File: config.mk
export PLATFORM = sky130hd
export DESIGN_NAME = onchip_ring_master
export DESIGN_NICKNAME = d
export VERILOG_FILES = /design/src/rtl/onchip_ring_master_pkg.sv /design/src/rtl/onchip_ring_master_out_buf.sv /design/src/rtl/onchip_ring_master.sv
export SDC_FILE = /design/constraint.sdc
export NUM_CORES = 1
export LEC_CHECK = 0
export CORE_ASPECT_RATIO = 2
export CORE_MARGIN = 2
export CORE_UTILIZATION = 45
export CTS_BUF_LIST = sky130_fd_sc_hd__clkbuf_8
export CTS_CLUSTER_SIZE = 28
export DETAILED_ROUTE_END_ITERATION = 10
export GPL_TIMING_DRIVEN = 0
export PLACE_DENSITY = 0.72
export SYNTH_ARGS = -nofsm -noshare
export SYNTH_HDL_FRONTEND = slang
export SYNTH_HIERARCHICAL = 1
export SYNTH_SLANG_ARGS = --single-unit
export TNS_END_PERCENT = 30
File: constraint.sdc
create_clock -name clk -period 10.32 [get_ports clk]
set_input_delay 2.064 -clock clk [delete_from_list [all_inputs] [get_ports clk]]
set_output_delay 2.064 -clock clk [all_outputs]
set_load 0.05 [all_outputs]
File: src/rtl/onchip_ring_master_pkg.sv
// Shared types and helpers for the on-chip RAM ring-buffer master.
package onchip_ring_master_pkg;

    localparam int unsigned AVM_ADDR_W = 16;
    localparam int unsigned AVM_DATA_W = 16;

    typedef enum logic [1:0] {
        GNT_NONE,
        GNT_WR,
        GNT_RD
    } grant_e;

    typedef struct packed {
        logic [AVM_ADDR_W-1:0]   address;
        logic [AVM_DATA_W/8-1:0] byteenable;
        logic                    chipselect;
        logic                    write;
        logic [AVM_DATA_W-1:0]   writedata;
        logic                    clken;
    } avm_master_t;

    // Advance a ring pointer, wrapping from the last window word back to base.
    function automatic int unsigned ring_next(input int unsigned ptr,
                                              input int unsigned base,
                                              input int unsigned depth);
        return (ptr == base + depth - 1) ? base : ptr + 1;
    endfunction

endpackage

File: src/rtl/onchip_ring_master_out_buf.sv
// Two-entry output FIFO holding RAM read returns until the consumer takes them.
module ring_out_buf #(
    parameter int unsigned DATA_W = 16
) (
    input  logic              clk,
    input  logic              clr_i,
    input  logic              push_i,
    input  logic [DATA_W-1:0] push_data_i,
    input  logic              pop_i,
    output logic [DATA_W-1:0] head_o,
    output logic [1:0]        entries_o
);

    logic [DATA_W-1:0] mem_q [2];
    logic              wr_idx_q;
    logic              rd_idx_q;
    logic [1:0]        cnt_q;

    // Pointer and occupancy bookkeeping; clear has priority over any push/pop.
    always_ff @(posedge clk) begin
        if (clr_i) begin
            wr_idx_q <= 1'b0;
            rd_idx_q <= 1'b0;
            cnt_q    <= '0;
        end else begin
            if (push_i) wr_idx_q <= ~wr_idx_q;
            if (pop_i)  rd_idx_q <= ~rd_idx_q;
            cnt_q <= cnt_q + 2'(push_i) - 2'(pop_i);
        end
    end

    // Storage needs no reset; occupancy alone decides what is visible.
    always_ff @(posedge clk) begin
        if (push_i && !clr_i) mem_q[wr_idx_q] <= push_data_i;
    end

    assign head_o    = mem_q[rd_idx_q];
    assign entries_o = cnt_q;

endmodule

File: src/rtl/onchip_ring_master.sv
// Avalon-MM master using one RAM port as a ring-buffer FIFO between two streams.
module onchip_ring_master
    import onchip_ring_master_pkg::*;
#(
    parameter int unsigned ADDR_W    = 16,
    parameter int unsigned DATA_W    = 16,
    parameter int unsigned BASE_ADDR = 0,
    parameter int unsigned DEPTH     = 65536
) (
    input  logic                clk,
    input  logic                reset_n,
    input  logic                flush,
    input  logic                snk_valid,
    output logic                snk_ready,
    input  logic [DATA_W-1:0]   snk_data,
    output logic                src_valid,
    input  logic                src_ready,
    output logic [DATA_W-1:0]   src_data,
    output logic [ADDR_W-1:0]   m_address,
    output logic                m_chipselect,
    output logic                m_write,
    output logic                m_clken,
    output logic [DATA_W/8-1:0] m_byteenable,
    output logic [DATA_W-1:0]   m_writedata,
    input  logic [DATA_W-1:0]   m_readdata,
    output logic [ADDR_W:0]     level
);

    localparam logic [ADDR_W:0]   DEPTH_L = (ADDR_W+1)'(DEPTH);
    localparam logic [ADDR_W-1:0] BASE_L  = ADDR_W'(BASE_ADDR);

    grant_e            last_q, last_d, gnt;
    logic [ADDR_W-1:0] wr_ptr_q, wr_ptr_d, rd_ptr_q, rd_ptr_d;
    logic [ADDR_W:0]   level_q, level_d;
    logic              inflight_q, inflight_d;
    logic              wr_cand, rd_cand, pop, clear;
    logic [1:0]        entries;
    logic [DATA_W-1:0] head;
    avm_master_t       avm;

    assign clear = !reset_n || flush;

    // Arbiter: one access per cycle, alternating when both sides want the port.
    always_comb begin
        gnt     = GNT_NONE;
        wr_cand = snk_valid && (level_q != DEPTH_L);
        rd_cand = (level_q != '0) && ((entries + {1'b0, inflight_q}) < 2'd2);
        if (!clear) begin
            if (wr_cand && rd_cand) gnt = (last_q == GNT_WR) ? GNT_RD : GNT_WR;
            else if (wr_cand)       gnt = GNT_WR;
            else if (rd_cand)       gnt = GNT_RD;
        end
    end

    // Next-state for pointers, level, in-flight flag and arbitration history.
    always_comb begin
        wr_ptr_d   = wr_ptr_q;
        rd_ptr_d   = rd_ptr_q;
        level_d    = level_q;
        last_d     = (gnt != GNT_NONE) ? gnt : last_q;
        inflight_d = (gnt == GNT_RD);
        case (gnt)
            GNT_WR: begin
                wr_ptr_d = ADDR_W'(ring_next(32'(wr_ptr_q), BASE_ADDR, DEPTH));
                level_d  = level_q + (ADDR_W+1)'(1);
            end
            GNT_RD: begin
                rd_ptr_d = ADDR_W'(ring_next(32'(rd_ptr_q), BASE_ADDR, DEPTH));
                level_d  = level_q - (ADDR_W+1)'(1);
            end
            default: ;
        endcase
    end

    // State register; flush clears exactly like reset.
    always_ff @(posedge clk) begin
        if (!reset_n || flush) begin
            wr_ptr_q   <= BASE_L;
            rd_ptr_q   <= BASE_L;
            level_q    <= '0;
            inflight_q <= 1'b0;
            last_q     <= GNT_NONE;
        end else begin
            wr_ptr_q   <= wr_ptr_d;
            rd_ptr_q   <= rd_ptr_d;
            level_q    <= level_d;
            inflight_q <= inflight_d;
            last_q     <= last_d;
        end
    end

    // Return data lands one cycle after the read grant; a clear drops it.
    ring_out_buf #(.DATA_W(DATA_W)) u_out_buf (
        .clk         (clk),
        .clr_i       (clear),
        .push_i      (inflight_q),
        .push_data_i (m_readdata),
        .pop_i       (pop),
        .head_o      (head),
        .entries_o   (entries)
    );

    // Assemble the Avalon master request for this cycle.
    always_comb begin
        avm            = '0;
        avm.address    = AVM_ADDR_W'((gnt == GNT_RD) ? rd_ptr_q : wr_ptr_q);
        avm.byteenable = '1;
        avm.chipselect = (gnt != GNT_NONE);
        avm.write      = (gnt == GNT_WR);
        avm.writedata  = AVM_DATA_W'(snk_data);
        avm.clken      = 1'b1;
    end

    assign m_address    = ADDR_W'(avm.address);
    assign m_byteenable = (DATA_W/8)'(avm.byteenable);
    assign m_chipselect = avm.chipselect;
    assign m_write      = avm.write;
    assign m_writedata  = DATA_W'(avm.writedata);
    assign m_clken      = avm.clken;

    assign snk_ready = (gnt == GNT_WR);
    assign src_valid = reset_n && (entries != 2'd0);
    assign src_data  = head;
    assign pop       = src_valid && src_ready;
    assign level     = reset_n ? level_q : '0;

endmodule

# After elaboration in Yosys (flattened, before gate mapping)

Memory sizes are Yosys's and may differ from the RTL's. A register that Yosys moved wholly into a read port is not among the register bits.
Cells that the tools add are included.

Register bits: 56
Output and inout bits: 72
Bits of input ports: 37
Word-level logic and storage cells: 51
Memories kept: 1
RAM bits: 32

Memory list:

| name            | depth | bits a word | rd ports | clocked after Yosys merged registers in | wr ports | RTL line                         | source |
|---|---|---|---|---|---|---|---|
| u_out_buf.mem_q | 2     | 16          | 1        | 1                                       | 1        | onchip_ring_master_out_buf.sv:14 | `logic [DATA_W-1:0] mem_q [2];` |

Muxes and demuxes: 14
Reduce and logical (&&, ||, !) cells: 13
$add $sub $neg: 6
Order comparisons: 1
Bitwise logic cells: 2
Eq/ne operators: 6

Operators by type and width:

| kind                                                | number |
|---|---|
| 2-to-1 mux 16 bit                                   | 3 |
| one-hot mux 17 bit (2 select lines)                 | 1 |
| adder 16 x 1 -> 16 bit, second input constant       | 2 |
| equality test 16 bit, second input constant         | 2 |
| adder 17 x 1 -> 17 bit, second input constant       | 1 |
| 2-to-1 mux 17 bit                                   | 1 |
| != test 17 bit, second input constant               | 1 |
| nonzero test 17 bit                                 | 1 |
| subtractor 17 x 1 -> 17 bit, second input constant  | 1 |
| 2-to-1 mux 2 bit                                    | 5 |
| logical AND 1 bit                                   | 6 |
| nonzero test 2 bit                                  | 3 |
| equality test 2 x 1 -> 1 bit, second input constant | 2 |
| 2-to-1 mux 1 bit                                    | 4 |
| adder 2 x 1 -> 2 bit                                | 1 |
| equality test 2 bit, second input constant          | 1 |
| logical NOT 1 bit                                   | 2 |
| less-than comparator 2 bit, second input constant   | 1 |
| NOT 1 bit                                           | 2 |
| subtractor 2 x 1 -> 2 bit                           | 1 |
| logical OR 1 bit                                    | 1 |

# Longest topological paths before layout

Depth after elaboration: 9
Mapped depth: 14
Gate-level depth less buffers: 14

# Hierarchy

The synthesis kept the hierarchy.

By module, submodules not included:

| module             | cells an instance | sequential area each (um^2) | area an instance (um^2) | times used |
|---|---|---|---|---|
| onchip_ring_master | 415               | 1,041.0                     | 3,438.3                 | 1 |
| ring_out_buf       | 69                | 1,061.0                     | 1,420.1                 | 1 |

# Least setup slack after synthesis

Ideal clock, no wire load.

Path kind: input to output
Start point: in reset_n
End point: out m_address[7]
Data arrival time: 4.636 ns
Slack: 3.620 ns
Required time: 8.256 ns
Stages on the path: 7
Path buffers: 3
Cells stage by stage: nor2b_1 clkbuf_1 nand3_1 ha_1 clkbuf_1 buf_1 o21ai_0

Cells in the longest elaborated chain, start to end: 5

Ends and longest elaborated chain:

| what                 | RTL line                  | source |
|---|---|---|
| start, declared      | onchip_ring_master.sv:11  | `input logic reset_n,` |
| logical NOT 1 bit    | onchip_ring_master.sv:41  | `assign clear = !reset_n \|\| flush;` |
| logical OR 1 bit     | onchip_ring_master.sv:41  |  |
| 2-to-1 mux 2 bit     | onchip_ring_master.sv:48  | `if (!clear) begin` |
| equality test 2 bit  | n/a                       |  |
| named net inflight_d | onchip_ring_master.sv:35  | `logic inflight_q, inflight_d;` |
| 2-to-1 mux 16 bit    | onchip_ring_master.sv:106 | `avm.address = AVM_ADDR_W'((gnt == GNT_RD) ? rd_ptr_q : wr_ptr_q);` |
| end, declared        | onchip_ring_master.sv:19  | `output logic [ADDR_W-1:0] m_address,` |

The timed path passes the listed nets, and every way through them passes these cells.

# Worst setup path in the final report

Start point: in reset_n
End point: out m_address[3]

Cells in the longest elaborated chain, start to end: 5

Ends and longest elaborated chain:

| what                 | RTL line                  | source |
|---|---|---|
| logical NOT 1 bit    | onchip_ring_master.sv:41  |  |
| logical OR 1 bit     | onchip_ring_master.sv:41  |  |
| 2-to-1 mux 2 bit     | onchip_ring_master.sv:48  |  |
| named net gnt[1]     | onchip_ring_master.sv:32  | `grant_e last_q, last_d, gnt;` |
| equality test 2 bit  | n/a                       |  |
| named net inflight_d | onchip_ring_master.sv:35  |  |
| 2-to-1 mux 16 bit    | onchip_ring_master.sv:106 |  |

The timed path passes the listed nets, and every way through them passes these cells.

==> summary.md <==
| Metric | Value |
|---|---|
| Status | `finished, final reports clean` |
| Avg Cell Area, Syn | `10.0 sq um` |
| Crit Path Class | `input pin to output pin` |
| Arr. time, crit path | `6.20 ns` |
| Routed wire length | `approximately 12000 um` |
| DR pass1 iterations | `4` |
| Cells after synthesis | `484` |
| Worst-path fanout max | `17` |
| Synth top area share | `0.235` |
| Max_cap viols | `0` |
| Root buffer cell | `clkbuf_8` |
| Worst-Margin Slew | `approximately 0.93 ns` |
| Layout fillers | `935` |
| Die Height | `between 150 and 200 um` |
| Antenna viol nets, final | `0` |
| Number of H-tree levels | `3` |
| Initial core utilization | `0.461` |
| Post-CTS setup buffer count | `0` |
| Flops & latches, synth | `89` |
| Period minus WS final | `slightly above 8 ns` |
| Synth-to-layout area growth | `26.3%` |
| PwrDens | `109 nW/um^2` |
| Tightest Hold Check Type | `register to register` |
| Core area | `10500 sq um` |
| Dpl cells | `a little over 700` |
| Rel. slew slack | `0.379` |
| CTS clk-pin slew, worst paths | `0.08 ns` |
| Non-Filler Instances | `729` |
| Starting DRT DRC Count | `175` |
| Reg-to-Reg Start | `level_q[0]` |
| Synth unique cells | `between 50 and 60` |
| Top cells by area, synth | `dfxtp_1, edfxtp_1, ha_1, mux2_2, nor2_1` |
| Post-synth design cell area | `4860 sq um` |
| Worst EP required | `8.26 ns` |
| CTS sink cnt | `89` |
| Post-synth EDFFs | `32` |
| Vias in the first global route | `just under 4000` |
| Share of layout cells above drive strength 1 | `0.139` |
| Port buffer count | `89` |
| Most common cell after layout, fill and taps aside | `clkdlybuf4s50_1` |
| IR drop worst, VDD | `0.0000738 V` |
| Fmax | `around 0.12 GHz` |
| Number of antenna cells inserted | `0` |
| Global route overflow | `0` |
| Total CTS buffers | `9` |
| First-pass GRT wire length | `around 19000 um` |
| Top_reg_cell synth | `dfxtp_1` |
| Worst clock skew | `0.00791 ns` |
| Worst slack, placed | `2.02 ns` |
| Unrepaired setup endpoints after global routing | `no` |
| Leading area contributor after synthesis | `dfxtp_1` |
| Sequential Area | `~2100 sq um` |
| HP Start | `last_q[1]` |
| Fin. max-slew vios | `0` |
| Chip Width | `77.5 um` |
| Final net count | `647` |
| Die footprint | `11700 sq um` |
| Critical path origin | `reset_n` |
| Initial antenna violation count | `0` |
| Largest net degree at the start of global routing | `18` |
| Residual DRC count | `0` |
| Final period util | `0.801` |
| CP endpoint kind | `output pin` |
| Post-CTS sizing | `0` |
| Total power | `0.671 mW` |
| GPL Wtd Cong | `0.996` |
| Asr flop ratio synth | `0` |
| CTS tree | `yes` |
| Pleak | `2.33 nW` |
| Top Ports | `109` |
| Post-CTS Hold Buffers | `0` |
| Sequential share of the synthesized area | `0.433` |
| Yosys warns | `6` |
| Mean number of vias per cell | `5.36` |
| Final HPWL DP | `9080 um` |
| Endpoints failing setup | `0` |
| Clk_lat worst skew | `0.37 ns` |
| Drt wl/cell | `16.1 um` |
| Commonest non-fill, non-tap cells in the layout | `clkdlybuf4s50_1, dfxtp_1, nor2_1` |
| Setup TNS | `0 ns` |
| # rows | `53` |
| Setup ws final | `2.05 ns` |
| CTS Buffer Depth | `2` |
| GRT Util Overall | `0.206` |
| Area of the multi-input gates | `2490 sq um` |
| Routed vias | `around 3900` |
| CP startpoint kind | `input pin` |
| Final hold violations | `0` |
[Yosys cell counts, drive strengths merged, types with 8 or more instances]
cell	n
ha	22
and3	9
edfxtp	32
inv	9
xnor2	17
xor2	22
dfxtp	57
a21oi	23
nand4	10
o21ai	18
clkbuf	10
nand3	13
and2	19
nand2	33
buf	25
mux2i	8
nor2	56
mux2	32
[path summary, 6_finish.rpt]
kind,endpoint,slack [ns],cells past startpoint
min,last_q[1],0.49,2
min reg2reg,last_q[1],0.49,2
max reg2reg,level_q[16],5.86,14
max,m_address[3],2.05,10
[through the flow]
stage / hold WS [ns] / cell area (sq um) / utilization
floorplan: 0.446 / 4870 / -
global placement: 0.460 / 5930 / 0.562
detailed placement: 0.473 / 5940 / 0.564
CTS: 0.493 / 6140 / 0.582
global route: 0.541 / 6140 / 0.582
finish: 0.485 / 6140 / 0.582
[where the power goes]
group	switching (mW)	total [mW]	internal [mW]
logic	0.0416	0.0691	0.0275
clock network	0.126	0.238	0.112
registers	0.00115	0.364	0.363
total	0.169	0.671	0.503
[kinds of logic (layout without fill, tap and decap cells)]
| group | Yosys count | count (layout) | synth area share |
|---|---|---|---|
| other | 1 | 3 | 0.000772 |
| muxes | 40 | 40 | 0.0984 |
| adders and majority gates | 23 | 23 | 0.0608 |
| DFF | 89 | 89 | 0.433 |
| AOI/OAI and AO/OA | 74 | 74 | 0.0974 |
| xor gates and xnor gates | 40 | 40 | 0.0749 |
| buffers and inverters | 44 | 150 | 0.0574 |
| and+or+nand+nor | 173 | 173 | 0.178 |
[routing by layer]
metal	vias up	share of wire	wire (um)	GRT usage
met5	-	0	0	0
met4	0	0.054	637	0.134
li1	1893	-	-	-
met3	52	0.046	536	0.0369
met1	1816	0.34	4020	0.187
met2	146	0.56	6560	0.404
[cell type report]
cell class / instances / share of cell area
Buffer: 35 / 0.0400
Clock buffer: 9 / 0.0202
Clock inverter: 7 / 0.0114
Inverter: 9 / 0.00550
Multi-Input combinational cell: 353 / 0.406
Sequential cell: 89 / 0.342
Tap cell: 137 / 0.0279
Timing Repair Buffer: 90 / 0.147
[flip-flops by register name, summed over array words and instances (netlist names), named ones only]
register / flops
inflight_q: 1
wr_ptr_q: 16
u_out_buf/rd_idx_q: 1
u_out_buf/entries_o: 2
rd_ptr_q: 16
u_out_buf/mem_q: 32
level_q: 17
u_out_buf/wr_idx_q: 1
last_q: 2
[critical path, stage by stage]
cell	delay, ns
clkdlybuf4s50_1	0.66
nor2b_1	0.24
inv_1	0.11
or3_1	0.43
inv_1	0.08
ha_1	0.64
clkbuf_1	0.40
buf_1	0.46
mux2_2	0.39
clkdlybuf4s50_1	0.72
(Power assumes the default switching activity.)
